File: src/rtl/rca_arbiter_seq.sv
// -----------------------------------------------------------------------------
// rca_arbiter_seq
//
// Shares one external 4-bit ripple-carry adder between two requesters. Each
// request is an add of two W-bit operands (W = 4*NIBBLES). The block runs the
// add nibble-serially over the external adder, LSB nibble first, and keeps the
// carry in a register between cycles. The winner is chosen round-robin. This
// block only sequences the adder; it does no arithmetic of its own.
//
// Optional build macro: RCA_ARB_OVF_FLAG_EN adds a two's-complement overflow
// flag output (ovf) that is updated and held together with result.
//
// Ports
//   clk, rst_n            clock (rising edge), async active-low reset
//   req0/a0/b0/cin0       requester 0 request, operands, carry-in
//   req1/a1/b1/cin1       requester 1 request, operands, carry-in
//   gnt0/gnt1             one-cycle pulse: operands captured
//   done0/done1           one-cycle pulse: result valid
//   busy                  high whenever the FSM is not IDLE
//   result/cout           sum and carry-out of the last completed operation
//   ovf                   signed overflow of last operation (macro only)
//   add_a/add_b/add_cin   nibble operands driven to the external adder
//   add_sum/add_cout      external adder outputs
// -----------------------------------------------------------------------------
module rca_arbiter_seq #(
  parameter int NIBBLES = 4
) (
  input  logic                 clk,
  input  logic                 rst_n,
  input  logic                 req0,
  input  logic [4*NIBBLES-1:0] a0,
  input  logic [4*NIBBLES-1:0] b0,
  input  logic                 cin0,
  input  logic                 req1,
  input  logic [4*NIBBLES-1:0] a1,
  input  logic [4*NIBBLES-1:0] b1,
  input  logic                 cin1,
  output logic                 gnt0,
  output logic                 gnt1,
  output logic                 done0,
  output logic                 done1,
  output logic                 busy,
  output logic [4*NIBBLES-1:0] result,
  output logic                 cout,
`ifdef RCA_ARB_OVF_FLAG_EN
  output logic                 ovf,
`endif
  output logic [3:0]           add_a,
  output logic [3:0]           add_b,
  output logic                 add_cin,
  input  logic [3:0]           add_sum,
  input  logic                 add_cout
);

  localparam int IDX_W = (NIBBLES > 1) ? $clog2(NIBBLES) : 1;
  localparam logic [IDX_W-1:0] LAST_IDX = IDX_W'(NIBBLES - 1);

  typedef enum logic [1:0] {IDLE, RUN, DONE} state_t;

  state_t state, state_next;

  // Operands and partial sum kept as nibble arrays so the serial index
  // selects a slice directly.
  logic [NIBBLES-1:0][3:0] a_reg, b_reg, shadow;
  logic                    carry;
  logic [IDX_W-1:0]        idx;
  logic                    ptr;    // 0: requester 0 favoured, 1: requester 1
  logic                    owner;  // requester currently being served

  logic grant;
  logic win1;

  // NOTE: every signal assigned in always_comb gets a default first, so no
  // path leaves it unassigned and no latch is inferred.
  always_comb begin
    state_next = state;
    grant      = 1'b0;
    win1       = 1'b0;
    add_a      = 4'h0;
    add_b      = 4'h0;
    add_cin    = 1'b0;
    case (state)
      IDLE: begin
        if (req0 || req1) begin
          grant      = 1'b1;
          // Requester 1 wins when it is alone, or when both request and
          // the pointer favours it.
          win1       = req1 && (!req0 || ptr);
          state_next = RUN;
        end
      end
      RUN: begin
        add_a   = a_reg[idx];
        add_b   = b_reg[idx];
        add_cin = carry;
        if (idx == LAST_IDX) state_next = DONE;
      end
      DONE:    state_next = IDLE;
      default: state_next = IDLE;
    endcase
  end

  assign busy = (state != IDLE);

  // NOTE: sequential state uses non-blocking assignments so every register
  // samples the pre-edge values regardless of statement order.
  always_ff @(posedge clk or negedge rst_n) begin
    if (!rst_n) begin
      state  <= IDLE;
      a_reg  <= '0;
      b_reg  <= '0;
      shadow <= '0;
      carry  <= 1'b0;
      idx    <= '0;
      ptr    <= 1'b0;
      owner  <= 1'b0;
      gnt0   <= 1'b0;
      gnt1   <= 1'b0;
      done0  <= 1'b0;
      done1  <= 1'b0;
      result <= '0;
      cout   <= 1'b0;
`ifdef RCA_ARB_OVF_FLAG_EN
      ovf    <= 1'b0;
`endif
    end else begin
      state <= state_next;
      // Grant and done are single-cycle pulses.
      gnt0  <= 1'b0;
      gnt1  <= 1'b0;
      done0 <= 1'b0;
      done1 <= 1'b0;
      case (state)
        IDLE: begin
          if (grant) begin
            owner <= win1;
            a_reg <= win1 ? a1 : a0;
            b_reg <= win1 ? b1 : b0;
            carry <= win1 ? cin1 : cin0;
            idx   <= '0;
            gnt0  <= !win1;
            gnt1  <= win1;
          end
        end
        RUN: begin
          shadow[idx] <= add_sum;
          carry       <= add_cout;
          idx         <= idx + IDX_W'(1);
        end
        DONE: begin
          result <= shadow;
          cout   <= carry;
          done0  <= !owner;
          done1  <= owner;
          ptr    <= !owner;
`ifdef RCA_ARB_OVF_FLAG_EN
          ovf    <= (a_reg[NIBBLES-1][3] == b_reg[NIBBLES-1][3]) &&
                    (shadow[NIBBLES-1][3] != a_reg[NIBBLES-1][3]);
`endif
        end
        default: ;
      endcase
    end
  end

endmodule

File: config.mk
export PLATFORM = sky130hd
export DESIGN_NAME = rca_arbiter_seq
export DESIGN_NICKNAME = d
export VERILOG_FILES = /design/src/rtl/rca_arbiter_seq.sv
export SDC_FILE = /design/constraint.sdc
export NUM_CORES = 1
export LEC_CHECK = 0
export CORE_ASPECT_RATIO = 0.6
export CORE_MARGIN = 2
export CORE_UTILIZATION = 45
export DETAILED_ROUTE_END_ITERATION = 16
export PLACE_DENSITY = 0.77
export SETUP_SLACK_MARGIN = 0.15
export SKIP_CTS_REPAIR_TIMING = 1
export SYNTH_ARGS = -nofsm -noshare
export SYNTH_HDL_FRONTEND = slang
export SYNTH_SLANG_ARGS = --single-unit
File: constraint.sdc
create_clock -name clk -period 2.39 [get_ports clk]
set_clock_uncertainty 0.15 [all_clocks]
set_input_delay 0.478 -clock clk [delete_from_list [all_inputs] [get_ports clk]]
set_output_delay 0.478 -clock clk [all_outputs]
set_load 0.05 [all_outputs]
* Word-level counts from Yosys, hierarchy flattened
Index checks and enable logic that the tools add are counted.
Storage, ports and cells: word-level logic and storage cells 75, output and inout port bits 31, flip-flop bits (word level) 76
Cells by class: equality and inequality tests 6, muxes and demuxes 30, add/sub/neg operators 1, order comparisons 2, reductions and logical operators 13
Operators with widths (number):
- $mux 16 | 2
- $mux 4 | 5
- $bmux 4 s2 | 2
- $bwmux 16 | 1
- $mux 1 | 13
- $demux 4 s2 | 1
- $pmux 2 s2 | 2
- $mux 2 | 3
- $ne 2x2->1 const B | 3
- $reduce_and 2->1 | 3
- $eq 2x2->1 const B | 2
- $reduce_bool 2->1 | 2
- $logic_not 1->1 | 3
- $lt 2x3->1 const B | 1
- $add 2x1->2 const B | 1
- $eq 2x1->1 const B | 1
- $ge 2x1->1 const B | 1
- $logic_and 1x1->1 | 2
- $logic_not 2->1 | 1
- $logic_or 1x1->1 | 2
- $pmux 1 s2 | 1

* Depth between registers and ports, before layout
word-level depth 8, mapped depth 5

* Least setup slack after synthesis
No wires, ideal clock.
path kind reg2out, start point register idx[0], end point output port add_a[0], path slack 309 ps, cell stages (with the launch flop) 4, path buffers 1, data arrival time 1453 ps, required time 1762 ps, cell sequence dfrtp_1 buf_2 mux4_2 and2_1
Between the ends: word-level cells in the longest chain between the ends 3
RTL lines:
- from (decl) | line 66 | logic [IDX_W-1:0] idx;
- from (signal assigned) | line 148 | idx <= idx + IDX_W'(1);
- $bmux 4 s2 | line 93 | add_a = a_reg[idx];
- $mux 4 (implied by the code) | line 93
- $mux 4 | line 82 | case (state)
- to (decl) | line 48 | output logic [3:0] add_a,
Every way passes these cells. The select of a mux whose other input is x is not followed.

* Worst setup path in the final report
start point register idx[0], end point output port add_a[2]
The elaborated chain is that of the path after synthesis.

==> flow_summary_export.csv <==
group,metric,value,unit
timing,final_report_max_slew_violation_count,0,
yosys,syn_nets,329,
drt,antenna_violating_nets_post_route,0,
yosys,most_instantiated_flip_flop_cell_in_the_synthesis_netlist,"dfrtp_1",
yosys,synth_area,3440,um2
timing,setup_repair_after_global_routing_missed_its_margin,"yes",
run_status,status,"complete, no violations",
critical_path,rrSetupSlack,540,ps
placement,hpwl,6000,um
clocking,worst_setup_hold_path_clk_slew,50,ps
power,power-per-cell-area,1520,nW/um2
drt,drt-wirelength-per-cell,18.2,um
yosys,synthesis.instances,250,
yosys,synth.largest_area_cell,"dfrtp_1",
timing,timing_worst_slew_pin_value,578,ps
drt,drc,0,
critical_path,r2r_start,"state[0]",
critical_path,startpoint,"idx[0]",
drt,vias,2567,
global_route,maximum_number_of_pins_on_one_net_before_global_route_repair,49,
critical_path,crit_path_start_kind,"register",
floorplanning,io_pins,106,
final_layout,stdcell_area,5020,um2
timing,post-route-min-period,2320,ps
worst_hold_path,worst_hold_path_type,"register to register",
yosys,synth_edf_count,0,
drt,detail_route.wirelength,8580,um
clocking,cts_tree,"done",
timing,timing.final.setup_violations,0,
worst_hold_path,worst_hold_startpoint,"shadow[12]",
global_route,gr-usage-all-layers,22.6,%
final_layout,diodes,0,
placement,port_buffers,105,
critical_path,worst_ep_arrival_time,1690,ps
critical_path,critPathRequiredTime,1760,ps
drt,average_via_count_per_standard_cell,5.45,
timing,clock.fmax,431,MHz
timing,fin_crit_sh,97.1,%
critical_path,setup.worst_path.class,"register to primary output",
yosys,ys_seq_elements,76,
floorplanning,core-area,7330,um2
final_layout,areaGrowthSynthToFinish,45.7,%
placement,gpl_congestion,0.791,
yosys,synth.yosys.warnings,0,
global_route,first_global_vias,2694,
drt,drt-initial-drc-count,169,
final_layout,layout.nets,441,
power,vdd_ir_drop_max,0.000727,V
timing,finalHoldViolCount,0,
floorplanning,placement_rows,24,
critical_path,reg2reg_depth,4,
yosys,synthesis.area_per_instance,13.8,um2
yosys,yosysTopAreaCellShare,55.2,%
clocking,worst_skew_pair.late_latency,330,ps
yosys,fraction_of_the_yosys_area_taken_by_sequential_cells,55.2,%
yosys,ys_types,29,
global_route,antenna_violations_before_repair,0,
clocking,htreeDepth,3,
power,power.static_leakage,2.14,nW
clocking,clock-sinks,76,
yosys,synthTopCellsByArea,"dfrtp_1 (55%), mux2_2 (11%), a221o_1 (9.3%)",
final_layout,fraction_of_layout_instances_using_a_drive_strength_above_1,25.3,%
global_route,grt_first_pass_wirelength,14100,um
critical_path,endpoint_kind,"primary output",
final_layout,final_core_util,68.5,%
placement,placement.cell_area,4600,um2
yosys,async_reset_ff_share,100,%
floorplanning,dieArea,8390,um2
worst_hold_path,min_delay_worst_endpoint,"shadow[12]",
clocking,clock_path_buffers,2,
flow_run,maxCapViolCount,0,
drt,dr.pass1.iters,4,
floorplanning,die_w,117,um
clocking,tritoncts.num_buffers,9,
critical_path,worstPathMaxFanout,5,
worst_hold_path,min_path_cells,1,
global_route,grt_ovf,0,
critical_path,regToRegEndpoint,"b_reg[9]",
clocking,clock-root-buffer,"clkbuf_16",
floorplanning,chipHeight,71.8,um
floorplanning,starting_density_of_the_core,47.0,%
timing,timing.slew.headroom,61.5,%
==> cell families after synthesis <==
logic type,count (synthesis),synth area share (%)
flip-flops,76,55.2
AO/OA/AOI/OAI,74,18.2
multiplexers,41,16.0
AND/OR/NAND/NOR,29,5.05
buffers and inverters,26,4.00
adder cells (fa/ha/maj),4,1.45
==> worst max-delay path by stage <==
| stage | depth (start not counted) | to | slack [ps] |
|---|---|---|---|
| final | 4 | add_a[2] | 70 |
| after global routing | 4 | add_a[2] | 10 |
| after CTS | 4 | add_a[2] | -20 |
| after detailed placement | 4 | a_reg[10] | 60 |
| after global placement | 4 | a_reg[5] | 120 |
| after floorplan | 3 | add_a[0] | 310 |
==> synth_stat cells, types with 2 or more instances <==
master    count
dfrtp_1      76
mux2_2       33
a21boi_0     32
a221o_1      32
and2_1        9
mux4_2        8
buf_2         7
clkbuf_1      7
inv_1         7
nand2_1       7
buf_6         4
ha_1          4
nand2b_1      3
nor2_1        3
o21ai_0       3
a21oi_1       2
==> cell type report <==
class                   instances  area, um2
flip-flops and latches         76       1900
fillers                       564       2310
repair buffers                120       1230
inverters                       7       26.3
clock buffers                  12        256
multi-input cells             148       1430
clock inverters                 4       47.5
well taps                     104        130
==> metrics by stage <==
stage	hold slack, ps	instances	setup TNS, ps	setup WS, ps	total power [mW]
floorplan	32.4	250	0	309	4.76
global placement	275	452	0	117	5.84
detailed placement	281	452	0	62.1	5.95
CTS	-84.0	468	-83.8	-19.2	7.35
global route	370	471	0	14.2	8.04
finish	347	471	0	68.2	7.61
==> power breakdown <==
part	switching [mW]	internal (mW)	total, mW
clock network	0.508	0.861	1.37
logic	2.08	1.90	3.98
registers	0.342	1.92	2.26
total	2.93	4.68	7.61
==> per-layer routing <==
| layer | GRT usage (%) | wire length [um] | vias up |
|---|---|---|---|
| met5 | 0 | 0 | - |
| met4 | 7.06 | 90 | 0 |
| met3 | 6.77 | 592 | 9 |
| met2 | 32.6 | 3780 | 99 |
| met1 | 33.0 | 4120 | 1290 |
| li1 | - | - | 1169 |
==> cells in the final DEF (no fill, tap or decap), drive strengths merged, types with 2 or more instances in the layout <==
cell | netlist | layout
ha | 4 | 4
mux2 | 33 | 33
a21boi | 32 | 32
buf | 11 | 25
mux4 | 8 | 8
inv | 7 | 7
nand2 | 7 | 7
clkbuf | 8 | 12
o21ai | 3 | 3
a221o | 32 | 32
clkinv | 0 | 2
and2 | 9 | 9
nor2 | 4 | 4
nand2b | 3 | 3
clkdlybuf4s50 | 0 | 94
dfrtp | 76 | 76
a21oi | 2 | 2
==> worst max-delay path, cell delays in order, from the launching register on <==
cell and delay [ps]:
dfrtp_1 390, buf_6 160, mux4_2 500, and2_4 160, buf_8 140
(Power assumes the default switching activity.)
